## config.mk

```make
export PLATFORM = sky130hd
export DESIGN_NAME = pipe_hazard_ctl
export DESIGN_NICKNAME = d
export VERILOG_FILES = /design/src/rtl/pipe_ctl_pkg.sv /design/src/rtl/pipe_busy_ctr.sv /design/src/rtl/pipe_hazard_ctl.sv
export SDC_FILE = /design/constraint.sdc
export NUM_CORES = 1
export LEC_CHECK = 0
export ABC_AREA = 1
export CAP_MARGIN = 10
export CORE_ASPECT_RATIO = 1.5
export CORE_MARGIN = 2
export CORE_UTILIZATION = 60
export CTS_CLUSTER_SIZE = 40
export DETAILED_ROUTE_END_ITERATION = 6
export DONT_BUFFER_PORTS = 1
export PLACE_DENSITY = 0.78
export SETUP_SLACK_MARGIN = 0.02
export SLEW_MARGIN = 5
export SYNTH_ARGS = -nofsm -noshare
export SYNTH_HDL_FRONTEND = slang
export SYNTH_SLANG_ARGS = --single-unit
export TNS_END_PERCENT = 50
```

## constraint.sdc

```tcl
create_clock -name i_clk -period 2 [get_ports i_clk]
set_input_delay 0.4 -clock i_clk [delete_from_list [all_inputs] [get_ports i_clk]]
set_output_delay 0.4 -clock i_clk [all_outputs]
set_load 0.01 [all_outputs]
```

## src/rtl/pipe_ctl_pkg.sv

```systemverilog
// Shared encodings for the pipeline stall/flush sequencer:
// register control codes, forward selects, FSM states and helpers.
package pipe_ctl_pkg;

    localparam logic [1:0] CTL_LOAD  = 2'b00;
    localparam logic [1:0] CTL_HOLD  = 2'b01;
    localparam logic [1:0] CTL_FLUSH = 2'b10;

    localparam logic [1:0] FWD_RF    = 2'b00;
    localparam logic [1:0] FWD_EXMEM = 2'b01;
    localparam logic [1:0] FWD_MEMWB = 2'b10;

    localparam logic [4:0] REG_ZERO = 5'd0;
    localparam int         CNT_W    = 8;

    typedef enum logic [1:0] {
        ST_RUN     = 2'd0,
        ST_MUL     = 2'd1,
        ST_MEMWAIT = 2'd2
    } state_e;

    // r0 is hardwired, so a write to it never creates a dependency
    function automatic logic reg_hit(
        input logic [4:0] dst,
        input logic [4:0] src,
        input logic       wen
    );
        return wen && (dst != REG_ZERO) && (dst == src);
    endfunction

endpackage

```

## src/rtl/pipe_busy_ctr.sv

```systemverilog
// Loadable down-counter with freeze and zero flag.
// Tracks the remaining cycles of a multi-cycle EX operation.
module pipe_busy_ctr
    import pipe_ctl_pkg::*;
#(
    parameter int W = CNT_W
) (
    input  logic         i_clk,
    input  logic         i_rst_n,
    input  logic         i_load,
    input  logic [W-1:0] i_load_val,
    input  logic         i_freeze,
    output logic [W-1:0] o_cnt,
    output logic         o_zero
);

    logic [W-1:0] r_cnt;

    always_ff @(posedge i_clk or negedge i_rst_n) begin
        if (!i_rst_n) begin
            r_cnt <= '0;
        end else if (i_load) begin
            r_cnt <= i_load_val;
        end else if (!i_freeze && (r_cnt != '0)) begin
            r_cnt <= r_cnt - 1'b1;
        end
    end

    assign o_cnt  = r_cnt;
    assign o_zero = (r_cnt == '0);

endmodule

```

## src/rtl/pipe_hazard_ctl.sv

```systemverilog
// Stall/flush sequencer for the 5-stage pipeline.
// Define PIPE_FWD_EN to enable operand forwarding; otherwise RAW stalls.
module pipe_hazard_ctl
    import pipe_ctl_pkg::*;
#(
    parameter int MUL_LAT     = 4,
    parameter int MEM_TIMEOUT = 255
) (
    input  logic       i_clk,
    input  logic       i_rst_n,
    input  logic [4:0] i_id_rs1,
    input  logic       i_id_use_rs1,
    input  logic [4:0] i_id_rs2,
    input  logic       i_id_use_rs2,
    input  logic [4:0] i_ex_destReg,
    input  logic       i_ex_RegWrite,
    input  logic       i_ex_MemToReg,
    input  logic [4:0] i_mem_destReg,
    input  logic       i_mem_RegWrite,
    input  logic       i_ex_redirect,
    input  logic       i_ex_mul_start,
    input  logic       i_mem_access,
    input  logic       i_dmem_ready,
    output logic       o_pc_hold,
    output logic [1:0] o_ifid_ctl,
    output logic [1:0] o_idex_ctl,
    output logic [1:0] o_exmem_ctl,
    output logic [1:0] o_memwb_ctl,
    output logic [1:0] o_fwd_a,
    output logic [1:0] o_fwd_b,
    output logic       o_mem_err
);

    localparam logic [CNT_W-1:0] LP_MUL_INIT = CNT_W'(MUL_LAT - 1);
    localparam logic [CNT_W-1:0] LP_TMO      = CNT_W'(MEM_TIMEOUT);
    localparam logic [CNT_W-1:0] LP_ONE      = CNT_W'(1);

    state_e           r_state;
    state_e           w_state_nxt;
    logic [CNT_W-1:0] r_wcnt;
    logic [CNT_W-1:0] w_wcnt_nxt;
    logic             r_mem_err;
    logic             w_mem_err_nxt;
    logic [CNT_W-1:0] w_mcnt;
    logic             w_mzero;
    logic             w_mload;
    logic             w_mfreeze;
    logic             w_memstall;
    logic             w_s1_ex;
    logic             w_s2_ex;
    logic             w_s1_mem;
    logic             w_s2_mem;
    logic             w_lu;
    logic             w_raw_stall;
    logic [1:0]       w_fwd_a;
    logic [1:0]       w_fwd_b;

    pipe_busy_ctr #(.W(CNT_W)) u_mcnt (
        .i_clk      (i_clk),
        .i_rst_n    (i_rst_n),
        .i_load     (w_mload),
        .i_load_val (LP_MUL_INIT),
        .i_freeze   (w_mfreeze),
        .o_cnt      (w_mcnt),
        .o_zero     (w_mzero)
    );

    assign w_memstall = i_mem_access & ~i_dmem_ready;

    assign w_s1_ex  = i_id_use_rs1 & reg_hit(i_ex_destReg, i_id_rs1, i_ex_RegWrite);
    assign w_s2_ex  = i_id_use_rs2 & reg_hit(i_ex_destReg, i_id_rs2, i_ex_RegWrite);
    assign w_s1_mem = i_id_use_rs1 & reg_hit(i_mem_destReg, i_id_rs1, i_mem_RegWrite);
    assign w_s2_mem = i_id_use_rs2 & reg_hit(i_mem_destReg, i_id_rs2, i_mem_RegWrite);
    assign w_lu     = i_ex_MemToReg & (w_s1_ex | w_s2_ex);

`ifdef PIPE_FWD_EN
    assign w_raw_stall = w_lu;
    assign w_fwd_a = (w_s1_ex & ~i_ex_MemToReg) ? FWD_EXMEM :
                     w_s1_mem ? FWD_MEMWB : FWD_RF;
    assign w_fwd_b = (w_s2_ex & ~i_ex_MemToReg) ? FWD_EXMEM :
                     w_s2_mem ? FWD_MEMWB : FWD_RF;
`else
    assign w_raw_stall = w_lu | w_s1_ex | w_s2_ex | w_s1_mem | w_s2_mem;
    assign w_fwd_a = FWD_RF;
    assign w_fwd_b = FWD_RF;
`endif

    always_ff @(posedge i_clk or negedge i_rst_n) begin
        if (!i_rst_n) begin
            r_state   <= ST_RUN;
            r_wcnt    <= '0;
            r_mem_err <= 1'b0;
        end else begin
            r_state   <= w_state_nxt;
            r_wcnt    <= w_wcnt_nxt;
            r_mem_err <= w_mem_err_nxt;
        end
    end

    always_comb begin
        w_state_nxt   = r_state;
        w_wcnt_nxt    = r_wcnt;
        w_mem_err_nxt = r_mem_err;
        w_mload       = 1'b0;
        w_mfreeze     = 1'b1;
        o_pc_hold     = 1'b0;
        o_ifid_ctl    = CTL_LOAD;
        o_idex_ctl    = CTL_LOAD;
        o_exmem_ctl   = CTL_LOAD;
        o_memwb_ctl   = CTL_LOAD;
        unique case (r_state)
            ST_RUN: begin
                if (w_memstall) begin
                    w_state_nxt = ST_MEMWAIT;
                    w_wcnt_nxt  = LP_ONE;
                    o_pc_hold   = 1'b1;
                    o_ifid_ctl  = CTL_HOLD;
                    o_idex_ctl  = CTL_HOLD;
                    o_exmem_ctl = CTL_HOLD;
                    o_memwb_ctl = CTL_FLUSH;
                end else if (i_ex_mul_start) begin
                    w_state_nxt = ST_MUL;
                    w_mload     = 1'b1;
                    o_pc_hold   = 1'b1;
                    o_ifid_ctl  = CTL_HOLD;
                    o_idex_ctl  = CTL_HOLD;
                    o_exmem_ctl = CTL_FLUSH;
                end else if (i_ex_redirect) begin
                    o_ifid_ctl  = CTL_FLUSH;
                    o_idex_ctl  = CTL_FLUSH;
                end else if (w_raw_stall) begin
                    o_pc_hold   = 1'b1;
                    o_ifid_ctl  = CTL_HOLD;
                    o_idex_ctl  = CTL_FLUSH;
                end
            end
            ST_MUL: begin
                if (w_memstall) begin
                    w_state_nxt = ST_MEMWAIT;
                    w_wcnt_nxt  = LP_ONE;
                    o_pc_hold   = 1'b1;
                    o_ifid_ctl  = CTL_HOLD;
                    o_idex_ctl  = CTL_HOLD;
                    o_exmem_ctl = CTL_HOLD;
                    o_memwb_ctl = CTL_FLUSH;
                end else begin
                    w_mfreeze   = 1'b0;
                    o_pc_hold   = 1'b1;
                    o_ifid_ctl  = CTL_HOLD;
                    o_idex_ctl  = CTL_HOLD;
                    // result lands in EX/MEM on the final busy cycle
                    if (w_mcnt == LP_ONE) begin
                        w_state_nxt = ST_RUN;
                    end else begin
                        o_exmem_ctl = CTL_FLUSH;
                    end
                end
            end
            ST_MEMWAIT: begin
                if (i_dmem_ready) begin
                    w_state_nxt = w_mzero ? ST_RUN : ST_MUL;
                    w_wcnt_nxt  = '0;
                end else begin
                    o_pc_hold   = 1'b1;
                    o_ifid_ctl  = CTL_HOLD;
                    o_idex_ctl  = CTL_HOLD;
                    o_exmem_ctl = CTL_HOLD;
                    o_memwb_ctl = CTL_FLUSH;
                    if (r_wcnt != '1) begin
                        w_wcnt_nxt = r_wcnt + 1'b1;
                    end
                end
            end
            default: begin
                w_state_nxt = ST_RUN;
            end
        endcase
        if ((w_state_nxt == ST_MEMWAIT) && (w_wcnt_nxt == LP_TMO)) begin
            w_mem_err_nxt = 1'b1;
        end
        if (!i_rst_n) begin
            o_pc_hold   = 1'b1;
            o_ifid_ctl  = CTL_FLUSH;
            o_idex_ctl  = CTL_FLUSH;
            o_exmem_ctl = CTL_FLUSH;
            o_memwb_ctl = CTL_FLUSH;
        end
    end

    assign o_fwd_a   = i_rst_n ? w_fwd_a : FWD_RF;
    assign o_fwd_b   = i_rst_n ? w_fwd_b : FWD_RF;
    assign o_mem_err = r_mem_err;

endmodule

```

==> impl_results.html, run 1 <==
<table>
<tr><th>Metric</th><th>Value</th></tr>
<tr><th colspan="2">Run status</th></tr>
<tr><td>Result of the run</td><td>completed</td></tr>
<tr><th colspan="2">Worst setup path</th></tr>
<tr><td>Maximum fanout count along the critical path</td><td>4</td></tr>
<tr><td>Source of the worst register-to-register timing path</td><td>r_wcnt[0]</td></tr>
<tr><td>Required time reported for the critical path endpoint</td><td>between 1.5 and 2 ns</td></tr>
<tr><td>Critical Path Start Type</td><td>flop</td></tr>
<tr><td>Crit path kind</td><td>reg2out</td></tr>
<tr><td>Arrival time of the worst setup path</td><td>1.41 ns</td></tr>
<tr><td>Kind of end point of the critical path</td><td>output pin</td></tr>
<tr><td>Critical Path Source</td><td>u_mcnt.o_cnt[5]</td></tr>
<tr><th colspan="2">Finish</th></tr>
<tr><td>Number of fillers in the final layout</td><td>about 260</td></tr>
<tr><td>Number of diodes added for antenna fixing</td><td>0</td></tr>
<tr><td>Fraction of layout instances using a drive strength above 1</td><td>0.136</td></tr>
<tr><td>Final core utilization</td><td>0.658</td></tr>
<tr><td>Area growth from synthesis to final layout</td><td>6.17%</td></tr>
<tr><td>Net count reported at finish</td><td>292</td></tr>
<tr><th colspan="2">Detailed routing</th></tr>
<tr><td>1st-pass router iterations</td><td>4</td></tr>
<tr><td>Detail Route Antenna Nets</td><td>0</td></tr>
<tr><td>Ratio of routed vias to standard cells</td><td>4.93</td></tr>
<tr><td>Sum of routed wire length over all layers</td><td>between 3000 and 4000 um</td></tr>
<tr><td>Wirelength per Cell</td><td>10.9 um</td></tr>
<tr><td>Via count of the routed design</td><td>roughly 1.5k</td></tr>
<tr><td>DR iter-0 viols</td><td>21</td></tr>
<tr><td>DRC Markers</td><td>0</td></tr>
<tr><th colspan="2">Timing</th></tr>
<tr><td>Normalized max-slew margin</td><td>0.423</td></tr>
<tr><td>Worst setup skew after layout</td><td>roughly 0.0064 ns</td></tr>
<tr><td>Final number of setup-violating endpoints</td><td>0</td></tr>
<tr><td>F_max</td><td>552 MHz</td></tr>
<tr><td>Slew @ Worst Pin</td><td>0.863 ns</td></tr>
<tr><td>Clock period minus final worst setup slack</td><td>approximately 1.8 ns</td></tr>
<tr><td>Post-route setup TNS</td><td>0 ns</td></tr>
<tr><td>RSZ-0062 raised after global routing</td><td>false</td></tr>
<tr><td>Endpoints failing hold</td><td>0</td></tr>
<tr><td>Final Cycle Share</td><td>0.906</td></tr>
<tr><td>Pins over their slew limit</td><td>0</td></tr>
<tr><th colspan="2">Yosys</th></tr>
<tr><td>Compound-cell area share of the yosys netlist</td><td>0.100</td></tr>
<tr><td>Post-Synthesis Cell Area</td><td>0.00162 mm^2</td></tr>
<tr><td>Xor-xnor portion of the synthesized cell area</td><td>0.0702</td></tr>
<tr><td>Synthesized-area fraction occupied by and/or/nand/nor cells</td><td>0.391</td></tr>
<tr><td>Sequential share of the synthesized area</td><td>0.293</td></tr>
<tr><td>Fraction of synthesized area in multiplexers</td><td>0</td></tr>
<tr><td>Number of synthesized flops with an enable pin</td><td>0</td></tr>
<tr><td>Largest area contributor in the netlist</td><td>dfrtp_1</td></tr>
<tr><td>Average cell area after synthesis</td><td>about 6.5 um^2</td></tr>
<tr><td>Commonest cells post-synth</td><td>75 x nand2_1, 31 x inv_1, 27 x nor2_1</td></tr>
<tr><td>Most numerous cell in the Yosys netlist</td><td>nand2_1</td></tr>
<tr><td>Largest cells by area after synthesis</td><td>dfrtp_1 29%, nand2_1 17%, inv_1 7.2%</td></tr>
<tr><td>Combinational family with the most area after synthesis</td><td>simple AND/OR/NAND/NOR gates</td></tr>
<tr><td>Top-area cell type share of the netlist area</td><td>0.293</td></tr>
<tr><td>Number of flip-flops and latches in the synthesized netlist</td><td>19</td></tr>
<tr><td>Syn Inst Count</td><td>251</td></tr>
<tr><td>Syn. warnings</td><td>0</td></tr>
<tr><td>Post-synthesis share of cell area spent on full adders, half adders and majority gates</td><td>0.0231</td></tr>
<tr><td>Main synth FF type</td><td>dfrtp_1</td></tr>
<tr><td>Share of async-settable or async-resettable flops after synthesis</td><td>1.00</td></tr>
<tr><td>Number of distinct library cells after synthesis</td><td>30</td></tr>
<tr><th colspan="2">Pwr</th></tr>
<tr><td>Power density over cell area</td><td>between 800 and 900 mW/mm^2</td></tr>
<tr><td>P_leak</td><td>just over 0.9 nW</td></tr>
<tr><td>IR drop worst, VDD</td><td>~760 uV</td></tr>
<tr><th colspan="2">Placement</th></tr>
<tr><td>Count of input and output buffers</td><td>0</td></tr>
<tr><td>HPWL Detailed</td><td>between 2000 and 3000 um</td></tr>
<tr><td>Gpl congestion</td><td>just under 0.8</td></tr>
<tr><th colspan="2">Die</th></tr>
<tr><td>Core Area</td><td>~0.0026 mm^2</td></tr>
<tr><td>Initial core utilization</td><td>0.620</td></tr>
<tr><td>I/O pin count</td><td>45</td></tr>
<tr><td>Area of the die</td><td>between 0.003 and 0.004 mm^2</td></tr>
<tr><td>Row count</td><td>23</td></tr>
<tr><td>DIE WIDTH</td><td>around 46 um</td></tr>
<tr><td>Die Ht</td><td>between 60 and 70 um</td></tr>
<tr><th colspan="2">Clock tree</th></tr>
<tr><td>CTS tree</td><td>yes</td></tr>
<tr><td>CTS Root Buffer Type</td><td>clkbuf_8</td></tr>
<tr><td>Clock transition time at the flip-flop clock pins of the worst setup and hold paths</td><td>approximately 0.07 ns</td></tr>
<tr><td>CTS buffer count</td><td>3</td></tr>
<tr><td>Clk_lat worst skew</td><td>between 0.2 and 0.3 ns</td></tr>
<tr><td>Number of H-tree levels</td><td>1</td></tr>
<tr><td>Max clock buf depth</td><td>2</td></tr>
<tr><td>Total clock sinks</td><td>19</td></tr>
<tr><th colspan="2">Global routing</th></tr>
<tr><td>Number of antenna violations at the first check in global routing</td><td>0</td></tr>
<tr><td>Pin count of the biggest net entering global routing</td><td>20</td></tr>
<tr><td>Number of global-route vias before repair</td><td>1355</td></tr>
<tr><td>First-pass GRT wire length</td><td>5180 um</td></tr>
<tr><td>Global route overflow</td><td>0</td></tr>
<tr><td>GRT Total Usage</td><td>0.223</td></tr>
<tr><th colspan="2">Hold path</th></tr>
<tr><td>Class of the tightest hold or removal check</td><td>in2reg</td></tr>
<tr><td>Launch instance of the worst min-delay path</td><td>i_dmem_ready</td></tr>
<tr><th colspan="2">Run</th></tr>
<tr><td>Max-cap violations</td><td>0</td></tr>
</table>
==> cell usage in the layout (no fill, tap or decap), drive strengths merged <==
cell type and instances:
o22ai 1, clkinv 1, a21oi 10, dlygate4sd3 1
nand4 1, o21ai 15, nand2 77, xnor2 3
nor2 35, dfrtp 19, clkbuf 3, inv 42
conb 5, xor2 10, or2 2, o311ai 1
ha 3, nor3 5, nand3b 3, buf 2
nand3 17, a21o 1
==> routing by layer <==
layer	global-route usage	up-vias	share of wire
met5	0	-	0
met4	0.0571	0	0.011
met3	0.0267	5	0.040
met2	0.455	21	0.58
met1	0.217	648	0.37
li1	-	776	-
==> report_power, final <==
part           total, W  switching [W]  internal, W
clock network  0.000268       0.000130     0.000139
registers      0.000572      0.0000903     0.000482
logic          0.000595       0.000375     0.000219
==> final cells by class <==
type                       count  area, um^2  area share
clock buffer                   3        41.3      0.0240
clock inverter                 1        5.00     0.00290
inverter                      42         158      0.0915
multi-input combinational    189         972       0.564
sequential                    19         475       0.276
tap                           37        46.3      0.0269
timing repair buffer           3        25.0      0.0145
==> repair_timing <==
action,in CTS,in global routing
hold buffers,1,0
endpoints found under the setup margin,0,2
buffers inserted,0,0
gates resized for setup,0,1
hold endpoints to repair,19,0
==> state kept, by name, summed over array words and instances, names as in the netlist <==
signal        flops
o_mem_err         1
r_wcnt            8
r_state           2
u_mcnt.o_cnt      8
==> metrics by stage <==
stage	setup slack [ns]	cells	hold slack, ns	power [W]	area [um^2]
6_report	0.188	294	0.360	0.00144	1720
2_1_floorplan	0.452	255	0.104	0.00106	1640
4_1_cts	0.133	294	0.355	0.00145	1720
5_1_grt	0.0434	294	0.374	0.00157	1720
3_5_place_dp	0.339	289	0.105	0.00117	1660
3_3_place_gp	0.324	289	0.105	0.00116	1660
==> logic make-up after synthesis <==
logic type	after synthesis
simple gates	140
other cells	1
xor+xnor	13
fa+ha+maj	3
flops	19
compound gates	28
buf+inv	47
==> critical path, stage by stage (launching register included) <==
cell     delay (ns)
dfrtp_1        0.42
nor2_2         0.17
nand3_2        0.12
o21ai_0        0.25
nand3_1        0.19
==> worst paths after layout <==
| check | end | slack, ns | depth (start not counted) |
|---|---|---|---|
| min in group asynchronous | r_wcnt[4] | 0.69 | 1 |
| setup reg to reg | o_mem_err | 0.43 | 11 |
| hold reg to reg | u_mcnt.o_cnt[4] | 0.52 | 1 |
| hold / removal | r_state[0] | 0.36 | 2 |
| setup / recovery | o_exmem_ctl[1] | 0.19 | 4 |
| max in group asynchronous | r_wcnt[6] | 0.77 | 1 |
Power figures use the tool's default switching activity.
==> run 2: changes to the inputs <==
--- a/config.mk
+++ b/config.mk
@@ -13,6 +13,7 @@
 export CTS_CLUSTER_SIZE = 40
 export DETAILED_ROUTE_END_ITERATION = 6
 export DONT_BUFFER_PORTS = 1
+export GPL_TIMING_DRIVEN = 0
 export PLACE_DENSITY = 0.78
 export SETUP_SLACK_MARGIN = 0.02
 export SLEW_MARGIN = 5
==> run 2 against run 1 <==
Fmax down 3.9%. Sequential share of layout area down 0.68 points. Power up 2.3%. Hold slack worse by 0.017 ns. Highest routed layer unchanged. Critical path depth up 1. First-iteration DRC count down 29%. Routed wire length up 1.1%. Non-clock buffer count up 5. Die area unchanged. Count of clock-buffer cells in the layout unchanged.
==> impl_results.html, run 2 (synthesis results as in run 1) <==
<table>
<tr><th>Metric</th><th>Value</th></tr>
<tr><th colspan="2">Finish</th></tr>
<tr><td>Area of the multi-input gates</td><td>978 um^2 (+0.64%)</td></tr>
<tr><td>Number of fillers in the final layout</td><td>255 (-0.39%)</td></tr>
<tr><td>Most frequent cells in the layout</td><td>75 x nand2_1, 30 x inv_1, 27 x nor2_1, 19 x dfrtp_1, 15 x nand3_1</td></tr>
<tr><td>Area growth from synthesis to final layout</td><td>8.87%</td></tr>
<tr><td>Area taken by flip-flops and latches</td><td>475 um^2 (unchanged)</td></tr>
<tr><td>Net count reported at finish</td><td>297 (+1.7%)</td></tr>
<tr><td>Number of diodes added for antenna fixing</td><td>0 (unchanged)</td></tr>
<tr><td>Fraction of layout instances using a drive strength above 1</td><td>0.156 (+0.0203)</td></tr>
<tr><td>Most common library cell in the layout ignoring fill and taps</td><td>nand2_1</td></tr>
<tr><td>Total non-filler cell area in the finished layout</td><td>0.00177 mm^2 (+2.5%)</td></tr>
<tr><th colspan="2">Pwr</th></tr>
<tr><td>Proportion of power drawn by flip-flops and latches</td><td>0.391 (-0.008)</td></tr>
<tr><td>Comb pwr share</td><td>0.424 (+0.010)</td></tr>
<tr><td>IR drop worst, VDD</td><td>866 uV (+14%)</td></tr>
<tr><td>Sw frac</td><td>0.420 (+0.00514)</td></tr>
<tr><td>P_leak</td><td>0.954 nW (+3.3%)</td></tr>
<tr><td>Internal Power</td><td>0.000851 W (+1.4%)</td></tr>
<tr><td>Portion of total power attributed to the clock network</td><td>0.185 (-0.002)</td></tr>
<tr><td>Power density over cell area</td><td>831 mW/mm^2 (-0.23%)</td></tr>
<tr><td>Total net switching power</td><td>0.000617 W (+3.6%)</td></tr>
<tr><th colspan="2">Timing</th></tr>
<tr><td>Clock period minus final worst setup slack</td><td>1.89 ns (+0.0735 ns)</td></tr>
<tr><td>F_max</td><td>530 MHz (-3.9%)</td></tr>
<tr><td>Final number of setup-violating endpoints</td><td>0 (unchanged)</td></tr>
<tr><td>Post-route setup TNS</td><td>0 ns (unchanged)</td></tr>
<tr><td>Slew @ Worst Pin</td><td>0.853 ns (-0.0104 ns)</td></tr>
<tr><td>Pins over their slew limit</td><td>0 (unchanged)</td></tr>
<tr><td>Normalized max-slew margin</td><td>0.430 (+0.00694)</td></tr>
<tr><td>Final Cycle Share</td><td>0.943 (+0.0367)</td></tr>
<tr><td>Endpoints failing hold</td><td>0 (unchanged)</td></tr>
<tr><td>RSZ-0062 raised after global routing</td><td>false</td></tr>
<tr><td>Worst setup skew after layout</td><td>0.000644 ns (-0.00579 ns)</td></tr>
<tr><th colspan="2">Global routing</th></tr>
<tr><td>Pin count of the biggest net entering global routing</td><td>20 (unchanged)</td></tr>
<tr><td>Number of global-route vias before repair</td><td>1393 (+2.8%)</td></tr>
<tr><td>Global route overflow</td><td>0 (unchanged)</td></tr>
<tr><td>Number of antenna violations at the first check in global routing</td><td>0 (unchanged)</td></tr>
<tr><td>First-pass GRT wire length</td><td>5290 um (+2.1%)</td></tr>
<tr><td>GRT Total Usage</td><td>0.230 (+0.00745)</td></tr>
<tr><th colspan="2">Run</th></tr>
<tr><td>Max-cap violations</td><td>0 (unchanged)</td></tr>
<tr><th colspan="2">Detailed routing</th></tr>
<tr><td>Sum of routed wire length over all layers</td><td>3230 um (+1.1%)</td></tr>
<tr><td>1st-pass router iterations</td><td>2 (-2)</td></tr>
<tr><td>Wirelength per Cell</td><td>10.8 um (-0.63%)</td></tr>
<tr><td>Ratio of routed vias to standard cells</td><td>5.02 (+1.7%)</td></tr>
<tr><td>DR iter-0 viols</td><td>15 (-29%)</td></tr>
<tr><td>DRC Markers</td><td>0 (unchanged)</td></tr>
<tr><td>Via count of the routed design</td><td>1500 (+3.4%)</td></tr>
<tr><td>Detail Route Antenna Nets</td><td>0 (unchanged)</td></tr>
<tr><th colspan="2">Worst setup path</th></tr>
<tr><td>Max stage delay cell, worst path</td><td>dfrtp_1</td></tr>
<tr><td>Maximum fanout count along the critical path</td><td>7 (+3)</td></tr>
<tr><td>Critical Path Start Type</td><td>flop</td></tr>
<tr><td>Maximum cell stage delay along the critical path</td><td>0.43 ns (about the same)</td></tr>
<tr><td>Crit path kind</td><td>reg2out</td></tr>
<tr><td>Arrival time of the worst setup path</td><td>1.49 ns (+0.08 ns)</td></tr>
<tr><td>Required time reported for the critical path endpoint</td><td>1.60 ns (about the same)</td></tr>
<tr><td>Critical Path, Cell by Cell</td><td>nor2_1 -&gt; inv_1 -&gt; nor3_4 -&gt; inv_2 -&gt; nand3_1</td></tr>
<tr><td>Kind of end point of the critical path</td><td>output pin</td></tr>
<tr><th colspan="2">Hold path</th></tr>
<tr><td>Class of the tightest hold or removal check</td><td>in2reg</td></tr>
<tr><th colspan="2">Die</th></tr>
<tr><td>Initial core utilization</td><td>0.620 (unchanged)</td></tr>
<tr><td>DIE WIDTH</td><td>46.5 um (unchanged)</td></tr>
<tr><td>Core Area</td><td>0.00262 mm^2 (unchanged)</td></tr>
<tr><td>Die Ht</td><td>67.7 um (unchanged)</td></tr>
<tr><td>I/O pin count</td><td>45 (unchanged)</td></tr>
<tr><td>Area of the die</td><td>0.00315 mm^2 (unchanged)</td></tr>
<tr><td>Row count</td><td>23 (unchanged)</td></tr>
<tr><th colspan="2">Clock tree</th></tr>
<tr><td>Total clock sinks</td><td>19 (unchanged)</td></tr>
<tr><td>Number of H-tree levels</td><td>1 (unchanged)</td></tr>
<tr><td>Clk_lat worst skew</td><td>0.26 ns (about the same)</td></tr>
<tr><td>Clock transition time at the flip-flop clock pins of the worst setup and hold paths</td><td>0.07 ns (about the same)</td></tr>
<tr><td>CTS buffer count</td><td>3 (unchanged)</td></tr>
<tr><td>CTS Root Buffer Type</td><td>clkbuf_8</td></tr>
<tr><td>Max clock buf depth</td><td>2 (unchanged)</td></tr>
<tr><td>CTS tree</td><td>yes</td></tr>
<tr><th colspan="2">Placement</th></tr>
<tr><td>Gpl congestion</td><td>0.771 (-0.61%)</td></tr>
<tr><td>HPWL Detailed</td><td>2560 um (-1.4%)</td></tr>
<tr><td>Count of input and output buffers</td><td>0 (unchanged)</td></tr>
<tr><td>Placed standard-cell area</td><td>0.00168 mm^2 (+1.4%)</td></tr>
<tr><th colspan="2">Run status</th></tr>
<tr><td>Result of the run</td><td>completed</td></tr>
</table>
==> run 2: changes by cell type in the layout (fill, tap and decap cells not counted), sizes merged <==
cell,delta
buf,+5
==> run 2: final timing paths <==
kind | cells past startpoint | slack, ns | endpoint | start
max | 5 | 0.11 | o_exmem_ctl[1] | r_state[0]
min | 2 | 0.34 | r_state[0] | i_dmem_ready
max reg2reg | 10 | 0.39 | u_mcnt.o_cnt[6] | u_mcnt.o_cnt[0]
min reg2reg | 1 | 0.52 | u_mcnt.o_cnt[4] | u_mcnt.o_cnt[4]
max in group asynchronous | 1 | 0.79 | r_wcnt[6] | i_rst_n
min in group asynchronous | 1 | 0.69 | r_wcnt[5] | i_rst_n
==> run 2: what timing repair did <==
| item | CTS | global route |
|---|---|---|
| endpoints found under the setup margin | 1 | 6 |
| endpoints found under the hold margin | 19 | 0 |
| hold buffers | 1 | 0 |
| pin swaps | 0 | 1 |
| gates resized for setup | 1 | 2 |
| setup buffers | 0 | 2 |
==> run 2: layout make-up <==
| type | instances | area share |
|---|---|---|
| clock buffers | 3 | 0.0234 |
| repair buffers | 3 | 0.0142 |
| clock inverters | 1 | 0.00283 |
| plain buffers | 5 | 0.0212 |
| multi-input cells | 189 | 0.554 |
| flip-flops and latches | 19 | 0.269 |
| inverters | 42 | 0.0892 |
| well taps | 37 | 0.0262 |
==> run 2: stage by stage <==
step	hold WS, ns	power, W	utilization	worst slack (ns)	instances
final	0.343	0.00147	0.675	0.115	299
after global routing	0.364	0.00159	0.675	0.0180	299
after CTS	0.342	0.00146	0.667	0.0648	297
after detailed placement	0.105	0.00117	0.643	0.262	292
after global placement	0.105	0.00115	0.643	0.245	292
after floorplan	0.104	0.00106	-	0.452	255
==> run 2: worst max-delay path: cells and delay by family (launching register included) <==
family | cells | cell delay [ns]
flip-flops | 1 | 0.43
buffers and inverters | 2 | 0.22
AND/OR/NAND/NOR | 3 | 0.57
==> run 2: power groups by stage <==
stage                     logic, W  clock network, W  registers (W)
final                     0.000622          0.000272       0.000574
after global placement    0.000575                 0       0.000578
after detailed placement  0.000592                 0       0.000581
after global routing      0.000717          0.000288       0.000589
after floorplan           0.000496                 0       0.000560
after CTS                 0.000611          0.000276       0.000573
==> run 2: per-layer routing <==
layer / global-route usage / part of all wire
met5: 0 / 0
met4: 0.107 / 0.022
met3: 0.0187 / 0.034
met2: 0.462 / 0.58
met1: 0.216 / 0.36
==> run 3: changes to the inputs <==
==> constraint.sdc (replaced) <==
create_clock -name i_clk -period 1.9 [get_ports i_clk]
set_input_delay 0.38 -clock i_clk [delete_from_list [all_inputs] [get_ports i_clk]]
set_output_delay 0.38 -clock i_clk [all_outputs]
set_load 0.01 [all_outputs]
==> run 3 against run 2 <==
Sequential share of layout area down 0.19 points. Die area is the same. Final cell count up 0.33%. Non-clock buffer count is 1 higher. Register-to-register slack lost 0.09 ns. Power rose by 7.4%. Count of clock-buffer cells in the layout did not move. Global-route usage stayed put. Via count increased by 1.0%. Critical path type unchanged. Critical endpoint unchanged. Largest cell class unchanged. Largest power group unchanged. Highest routed layer unchanged.
==> impl_results.html, run 3 (synthesis results as in run 1) <==
<table>
<tr><th>Metric</th><th>Value</th></tr>
<tr><th colspan="2">Run status</th></tr>
<tr><td>Result of the run</td><td>completed</td></tr>
<tr><th colspan="2">Worst setup path</th></tr>
<tr><td>Maximum fanout count along the critical path</td><td>7 (unchanged)</td></tr>
<tr><td>Source of the worst register-to-register timing path</td><td>u_mcnt.o_cnt[0]</td></tr>
<tr><td>Kind of end point of the critical path</td><td>output pin</td></tr>
<tr><td>Critical Path Start Type</td><td>flop</td></tr>
<tr><td>Crit path kind</td><td>reg2out</td></tr>
<tr><td>Arrival time of the worst setup path</td><td>1.43 ns (-0.06 ns)</td></tr>
<tr><td>Required time reported for the critical path endpoint</td><td>1.52 ns (-0.08 ns)</td></tr>
<tr><td>Critical Path Source</td><td>r_state[1]</td></tr>
<tr><th colspan="2">Finish</th></tr>
<tr><td>Net count reported at finish</td><td>298 (+0.34%)</td></tr>
<tr><td>Number of diodes added for antenna fixing</td><td>0 (unchanged)</td></tr>
<tr><td>Most common library cell in the layout ignoring fill and taps</td><td>nand2_1</td></tr>
<tr><td>Final core utilization</td><td>0.681 (+0.00669)</td></tr>
<tr><td>Fraction of layout instances using a drive strength above 1</td><td>0.171 (+0.0146)</td></tr>
<tr><td>Most frequent cells in the layout</td><td>75 x nand2_1, 29 x inv_1, 26 x nor2_1, 18 x dfrtp_1, 15 x nand3_1</td></tr>
<tr><td>Area growth from synthesis to final layout</td><td>9.95%</td></tr>
<tr><th colspan="2">Clock tree</th></tr>
<tr><td>Total clock sinks</td><td>19 (unchanged)</td></tr>
<tr><td>CTS tree</td><td>yes</td></tr>
<tr><td>Clk_lat worst skew</td><td>0.26 ns (about the same)</td></tr>
<tr><td>CTS Root Buffer Type</td><td>clkbuf_8</td></tr>
<tr><td>Clock transition time at the flip-flop clock pins of the worst setup and hold paths</td><td>0.07 ns (about the same)</td></tr>
<tr><td>CTS buffer count</td><td>3 (unchanged)</td></tr>
<tr><td>Number of H-tree levels</td><td>1 (unchanged)</td></tr>
<tr><td>Max clock buf depth</td><td>2 (unchanged)</td></tr>
<tr><th colspan="2">Detailed routing</th></tr>
<tr><td>Via count of the routed design</td><td>1515 (+1.0%)</td></tr>
<tr><td>Detail Route Antenna Nets</td><td>0 (unchanged)</td></tr>
<tr><td>Sum of routed wire length over all layers</td><td>3280 um (+1.4%)</td></tr>
<tr><td>1st-pass router iterations</td><td>4 (+2)</td></tr>
<tr><td>Wirelength per Cell</td><td>10.9 um (+1.0%)</td></tr>
<tr><td>Ratio of routed vias to standard cells</td><td>5.05 (+0.66%)</td></tr>
<tr><td>DR iter-0 viols</td><td>16 (+1)</td></tr>
<tr><td>DRC Markers</td><td>0 (unchanged)</td></tr>
<tr><th colspan="2">Die</th></tr>
<tr><td>I/O pin count</td><td>45 (unchanged)</td></tr>
<tr><td>Initial core utilization</td><td>0.620 (unchanged)</td></tr>
<tr><td>Core Area</td><td>0.00262 mm^2 (unchanged)</td></tr>
<tr><td>Die Ht</td><td>67.7 um (unchanged)</td></tr>
<tr><td>Area of the die</td><td>0.00315 mm^2 (unchanged)</td></tr>
<tr><td>DIE WIDTH</td><td>46.5 um (unchanged)</td></tr>
<tr><td>Row count</td><td>23 (unchanged)</td></tr>
<tr><th colspan="2">Timing</th></tr>
<tr><td>Final Cycle Share</td><td>0.951</td></tr>
<tr><td>RSZ-0062 raised after global routing</td><td>false</td></tr>
<tr><td>Smallest hold slack</td><td>0.317 ns (-0.0262 ns)</td></tr>
<tr><td>Post-route setup TNS</td><td>0 ns (unchanged)</td></tr>
<tr><td>Pins over their slew limit</td><td>0 (unchanged)</td></tr>
<tr><td>F_max</td><td>between 500 and 600 MHz</td></tr>
<tr><td>Slew @ Worst Pin</td><td>0.885 ns (+0.0320 ns)</td></tr>
<tr><td>Final number of setup-violating endpoints</td><td>0 (unchanged)</td></tr>
<tr><td>Normalized max-slew margin</td><td>0.408 (-0.0214)</td></tr>
<tr><td>Endpoints failing hold</td><td>0 (unchanged)</td></tr>
<tr><td>Clock period minus final worst setup slack</td><td>1.81 ns</td></tr>
<tr><td>Worst setup skew after layout</td><td>0.00237 ns (+0.00172 ns)</td></tr>
<tr><th colspan="2">Global routing</th></tr>
<tr><td>Number of antenna violations at the first check in global routing</td><td>0 (unchanged)</td></tr>
<tr><td>Global route overflow</td><td>0 (unchanged)</td></tr>
<tr><td>First-pass GRT wire length</td><td>5290 um (unchanged)</td></tr>
<tr><td>GRT Total Usage</td><td>0.230 (unchanged)</td></tr>
<tr><td>Number of global-route vias before repair</td><td>1393 (unchanged)</td></tr>
<tr><td>Pin count of the biggest net entering global routing</td><td>20 (unchanged)</td></tr>
<tr><th colspan="2">Placement</th></tr>
<tr><td>HPWL Detailed</td><td>2560 um (unchanged)</td></tr>
<tr><td>Count of input and output buffers</td><td>0 (unchanged)</td></tr>
<tr><td>Gpl congestion</td><td>0.771 (unchanged)</td></tr>
<tr><th colspan="2">Hold path</th></tr>
<tr><td>Class of the tightest hold or removal check</td><td>in2reg</td></tr>
<tr><td>Launch instance of the worst min-delay path</td><td>i_dmem_ready</td></tr>
<tr><th colspan="2">Run</th></tr>
<tr><td>Max-cap violations</td><td>0 (unchanged)</td></tr>
<tr><th colspan="2">Pwr</th></tr>
<tr><td>IR drop worst, VDD</td><td>866 uV (about the same)</td></tr>
<tr><td>P_leak</td><td>0.960 nW (+0.58%)</td></tr>
<tr><td>Power density over cell area</td><td>884 mW/mm^2 (+6.3%)</td></tr>
</table>
run 3: area by class of cell:
class / instances / area [um^2]
well taps: 37 / 46.3
clock inverters: 1 / 5.00
fillers: 244 / 835
flip-flops and latches: 19 / 477
multi-input cells: 189 / 987
inverters: 42 / 158
plain buffers: 5 / 37.5
clock buffers: 3 / 41.3
repair buffers: 4 / 32.5
run 3: path summary, 6_finish.rpt:
path                       depth (start not counted)              end  slack (ns)
min                                                2       r_state[0]        0.32
max in group asynchronous                          1       r_state[0]        0.62
max                                                5   o_exmem_ctl[1]        0.09
min reg2reg                                        1  u_mcnt.o_cnt[4]        0.52
min in group asynchronous                          1        r_wcnt[0]        0.68
max reg2reg                                       10  u_mcnt.o_cnt[6]        0.30
run 3: timing repair:
item / CTS / global route
endpoints found under the setup margin: 1 / 6
buffers inserted: 0 / 3
endpoints found under the hold margin: 19 / 0
hold buffers: 1 / 0
resized for setup: 2 / 6
pin swaps: 0 / 2
run 3: per-stage QoR:
| step | setup WS [ns] | total power, W | instance area, um^2 | std cells |
|---|---|---|---|---|
| 6_report | 0.0931 | 0.00158 | 1780 | 300 |
| 5_1_grt | 0.0198 | 0.00171 | 1780 | 300 |
| 4_1_cts | 0.0164 | 0.00154 | 1750 | 297 |
| 3_5_place_dp | 0.182 | 0.00123 | 1680 | 292 |
| 3_3_place_gp | 0.165 | 0.00121 | 1680 | 292 |
| 2_1_floorplan | 0.392 | 0.00111 | 1640 | 255 |
run 3: worst max-delay path: stages, from the launching register on:
cell and delay, ns:
dfrtp_1 0.45, nor2_2 0.12, inv_2 0.07, nor3_4 0.25, inv_2 0.12, nand3_1 0.14
run 3: power by group:
part	switching (W)	internal (W)	leakage, nW	total (W)
registers	0.000101	0.000509	0.244	0.000610
clock network	0.000143	0.000146	0.0255	0.000290
logic	0.000421	0.000255	0.690	0.000677
total	0.000666	0.000911	0.960	0.00158
run 3: per-layer routing:
metal,vias up,part of all wire,track usage
met1,686,0.37,0.216
met2,27,0.57,0.462
met3,8,0.032,0.0187
met5,-,0,0
met4,0,0.022,0.107
li1,794,-,-
==> variant 1: new RTL, config.mk and constraints of run 1 <==
Register the output `o_mem_err` once more, with the module's reset; this adds one clock of latency there. The other outputs are not delayed to match.
--- a/src/rtl/pipe_hazard_ctl.sv
+++ b/src/rtl/pipe_hazard_ctl.sv
@@ -191,3 +191,9 @@
     assign o_fwd_b   = i_rst_n ? w_fwd_b : FWD_RF;
-    assign o_mem_err = r_mem_err;
+    always_ff @(posedge i_clk or negedge i_rst_n) begin
+        if (!i_rst_n) begin
+            o_mem_err <= '0;
+        end else begin
+            o_mem_err <= r_mem_err;
+        end
+    end
 
Check against the original RTL: same outputs for any inputs over 10 cycles, from zero or initial values and one cycle with i_rst_n low; that may be too few to reach the edited logic, so the function may still have changed.
==> variant 1 against run 1 <==
Cell area grew 2.6%. Hold slack lost 49 ps. Routed wire length grew 5.2%. Critical path depth grew 3. Total power grew 17%. Synthesized area grew 1.7%. Setup slack lost 78 ps. Sequential cell count grew 1.
==> variant 1: results (changes against run 1) <==
Synth
  • Post-synth top cells: nand2_1 (64), inv_1 (40), nor2_1 (29), dfrtp_1 (20), nand3_1 (20)
  • Asr flop ratio synth: 1.000 (unchanged)
  • Adder-Cell Fraction of Synth Area: 0.03033 (+0.007196)
  • Synth top area cells: dfrtp_1 (30%), nand2_1 (15%), inv_1 (9.1%)
  • Compound-gate portion of the synthesized area: 0.07961 (-0.02063)
  • Seq/Total Area, Yosys: 0.3033 (+0.01028)
  • Post-synth cell types: 26 (-13%)
  • Synth Area in XOR/XNOR: 0.09022 (+0.02006)

Worst setup path
  • Slowest cell delay on critical path: 410 ps
  • Critical Path Fanout Max: 8 (+4)
  • Worst Setup SP: r_state[0]
  • CP Capture Point: o_exmem_ctl[0]
  • Slowest-stage cell, CP: dfrtp_1
  • Critical path arrival: 1490 ps (+80 ps)
  • Delay-heaviest family, CP: simple AND/OR/NAND/NOR gates
  • Reg2reg setup slack: 330 ps (-100 ps)
  • Critical R2R Capture: r_mem_err
  • Reg2reg path depth: 9 (-2)

Global route
  • Vias in the first global route: 1455 (+7.4%)
  • M2 GR Usage: 0.4795 (+0.02459)
  • First-pass GRT wire length: 5595 um (+8.1%)
  • All-Layer GR Usage: 0.2392 (+0.01664)
  • Met1 GRT Util: 0.2280 (+0.01056)
  • Largest net degree at the start of global routing: 21 (+5.0%)
  • Global-route met3 utilization: 0.02639 (-0.0003527)

Layout
  • Fillers: 254 (-0.78%)
  • Fin nets: 290 (-0.68%)
  • Share of layout cells above drive strength 1: 0.09449 (-0.04170)

Pwr
  • VDD IR max: 912.9 uV (+21%)
  • Leakage power: 0.0009277 uW (+0.41%)

Placement
  • DP Area: 1682 um2 (+1.2%)
  • Hpwl dp: 2659 um (+2.4%)
  • GP Congestion: 0.8245 (+6.2%)

Detailed routing
  • Met1 WL: 1311 um (+12%)
  • Highest Signal Layer: met4
  • Met2 wire len: 1914 um (+2.6%)
  • DRT iter0 DRCs: 44 (+110%)
  • DR WL/cell: 11.57 um (+6.3%)
  • Drt pass-1 iters: 5 (+1)
  • Met3 Wirelength: 111 um (-13%)
  • Via/cell ratio: 5.007 (+1.5%)

CTS
  • H-tree levels: 1 (unchanged)
  • Post-CTS Setup Inserts: 0 (unchanged)
  • CTS clk-pin slew, worst paths: 70 ps (about the same)

Worst hold path
  • Hold Startpoint: i_dmem_ready

Timing
  • Clock Skew: 10.71 ps (+4.273 ps)
  • Slew of the pin with the lowest slew margin: 924.4 ps (+61.34 ps)

Outcome
  • Outcome: finished, final reports clean
-- variant 1: cell count changes in the layout (fill, tap and decap cells not counted), sizes merged, moves of 2 or more --
cell | before | now
nand2 | 77 | 69
nand3 | 17 | 22
o21ai | 15 | 10
xnor2 | 3 | 7
nand4 | 1 | 3
o21bai | 0 | 2
or2 | 2 | 0
-- variant 1: per-stage QoR --
step / hold slack, ps / cells / worst slack [ps] / utilization
2_1_floorplan: 104.4 / 253 / 442.4 / -
3_3_place_gp: 104.8 / 286 / 350.6 / 0.6352
3_5_place_dp: 104.8 / 286 / 337.0 / 0.6352
4_1_cts: 307.9 / 291 / 96.18 / 0.6659
5_1_grt: 317.4 / 291 / 6.716 / 0.6678
6_report: 311.4 / 291 / 109.8 / 0.6678
-- variant 1: layout make-up --
class | count | area, um2 | share of cell area
multi-input cells | 185 | 970.9 | 0.5492
flip-flops and latches | 20 | 500.5 | 0.2831
repair buffers | 2 | 17.52 | 0.009908
clock buffers | 3 | 41.29 | 0.02335
inverters | 43 | 161.4 | 0.09130
well taps | 37 | 46.29 | 0.02619
clock inverters | 1 | 30.03 | 0.01699
-- variant 1: kinds of logic (layout without fill, tap and decap cells) --
| kind of cell | after synthesis | count (layout) |
|---|---|---|
| adder cells (fa/ha/maj) | 4 | 4 |
| flip-flops | 20 | 20 |
| other | 1 | 5 |
| AND/OR/NAND/NOR | 135 | 135 |
| XOR/XNOR | 17 | 17 |
| AO/OA/AOI/OAI | 24 | 24 |
| buffers and inverters | 48 | 49 |
-- variant 1: report_power, final --
group	leakage, uW	internal, uW	switching (uW)
logic	0.000639	237	415
clock network	0.0000357	267	136
registers	0.000253	519	109
-- variant 1: what timing repair did --
item | CTS | global route
resized for setup | 0 | 1
hold buffers | 1 | 0
endpoints found under the setup margin | 0 | 3
endpoints found under the hold margin | 20 | 0
==> variant 2: new RTL, settings of run 1 <==
Made on the original files. The option `PIPE_FWD_EN` is turned on by a define.
--- a/src/rtl/pipe_hazard_ctl.sv
+++ b/src/rtl/pipe_hazard_ctl.sv
@@ -2,2 +2,4 @@
 // Define PIPE_FWD_EN to enable operand forwarding; otherwise RAW stalls.
+`define PIPE_FWD_EN
+
 module pipe_hazard_ctl
Function: changed (a bounded check fails within 4 cycles, from zero or initial values and one cycle with i_rst_n low).
==> variant 2 against run 1 <==
Sequential cell count is the same. Setup slack worse by 77 ps. Die area is 1.3% higher. Total power is 9.3% higher. First-iteration DRC count grew to 2.8 times the old value. Cell area is 1.5% higher. Fmax is 4.1% lower. Synthesized area up 1.4%. Utilization rose by 0.23 points. Routed wire length rose by 24%. Critical endpoint is now o_idex_ctl[1].
==> variant 2: results (changes against run 1) <==
Global route
  • Global-route met3 utilization: 0.04749 (+0.02076)
  • M2 GR Usage: 0.5365 (+0.08160)
  • Vias in the first global route: 1577 (+16%)
  • All-Layer GR Usage: 0.2734 (+0.05077)
  • Met1 GRT Util: 0.2591 (+0.04174)
  • First-pass GRT wire length: 6292 um (+22%)

Detailed routing
  • DR WL/cell: 13.07 um (+20%)
  • Met2 wire len: 2181 um (+17%)
  • Met3 Wirelength: 173 um (+36%)
  • Met1 WL: 1547 um (+32%)
  • Via/cell ratio: 5.482 (+11%)
  • DRT iter0 DRCs: 59 (+180%)

Placement
  • GP Congestion: 0.9542 (+23%)
  • Setup WS pre-CTS: 237.0 ps (-102.1 ps)
  • Hpwl dp: 3029 um (+17%)

Pwr
  • VDD IR max: 902.6 uV (+19%)
  • Leakage power: 0.0008855 uW (-4.2%)

Timing
  • Clock Skew: 2.060 ps (-4.373 ps)
  • Relative slew slack: 0.3873 (-0.03544)

Worst setup path
  • Slowest cell delay on critical path: 460 ps (+40 ps)
  • Critical Path Fanout Max: 6 (+2)
  • Critical path arrival: 1490 ps (+80 ps)

Outcome
  • Outcome: finished, final reports clean

Layout
  • Share of layout cells above drive strength 1: 0.07519 (-0.06100)
  • Fin nets: 301 (+3.1%)
  • Fillers: 276 (+7.8%)

Synth
  • Synth Area in XOR/XNOR: 0.02662 (-0.04355)
  • Adder-Cell Fraction of Synth Area: 0.02281 (-0.0003166)
  • Synth top area cells: dfrtp_1 (29%), nand2_1 (16%), inv_1 (10%)
==> variant 2: layout make-up <==
| type | instances | area share |
|---|---|---|
| clock buffer | 3 | 0.02362 |
| clock inverter | 1 | 0.002863 |
| inverter | 45 | 0.09664 |
| multi-input combinational | 196 | 0.5684 |
| sequential | 19 | 0.2720 |
| tap | 37 | 0.02649 |
| timing repair buffer | 2 | 0.01002 |
==> variant 2: stage by stage <==
stage | power (uW) | std cells | instance area, um2
5_1_grt | 1697 | 303 | 1748
6_report | 1568 | 303 | 1748
2_1_floorplan | 1144 | 261 | 1645
3_3_place_gp | 1266 | 298 | 1692
4_1_cts | 1567 | 303 | 1748
3_5_place_dp | 1278 | 298 | 1692
==> variant 2: worst paths after layout <==
path                       slack, ps            start  cells after the start              end
max                              110       r_state[1]                      4    o_idex_ctl[1]
min                              360     i_dmem_ready                      3        r_wcnt[6]
max reg2reg                      260  u_mcnt.o_cnt[5]                      9        o_mem_err
min reg2reg                      520  u_mcnt.o_cnt[6]                      1  u_mcnt.o_cnt[6]
max in group asynchronous        720          i_rst_n                      1        r_wcnt[7]
min in group asynchronous        720          i_rst_n                      1        r_wcnt[6]
==> variant 2: timing repair <==
action | CTS | global route
setup endpoints to repair | 0 | 0
hold endpoints to repair | 19 | 0
hold buffers | 1 | 0
buffers inserted | 0 | 0
==> variant 2: worst max-delay path: cells and delay by family (launching register included) <==
| kind | cells | cell delay, ps |
|---|---|---|
| DFF | 1 | 460 |
| AOI/OAI and AO/OA | 2 | 450 |
| and+or+nand+nor | 2 | 330 |
==> variant 2: power breakdown <==
| group | total, uW | switching (uW) | internal (uW) |
|---|---|---|---|
| sequential | 633 | 138 | 495 |
| clock | 274 | 136 | 139 |
| combinational | 661 | 429 | 232 |
| total | 1570 | 703 | 865 |
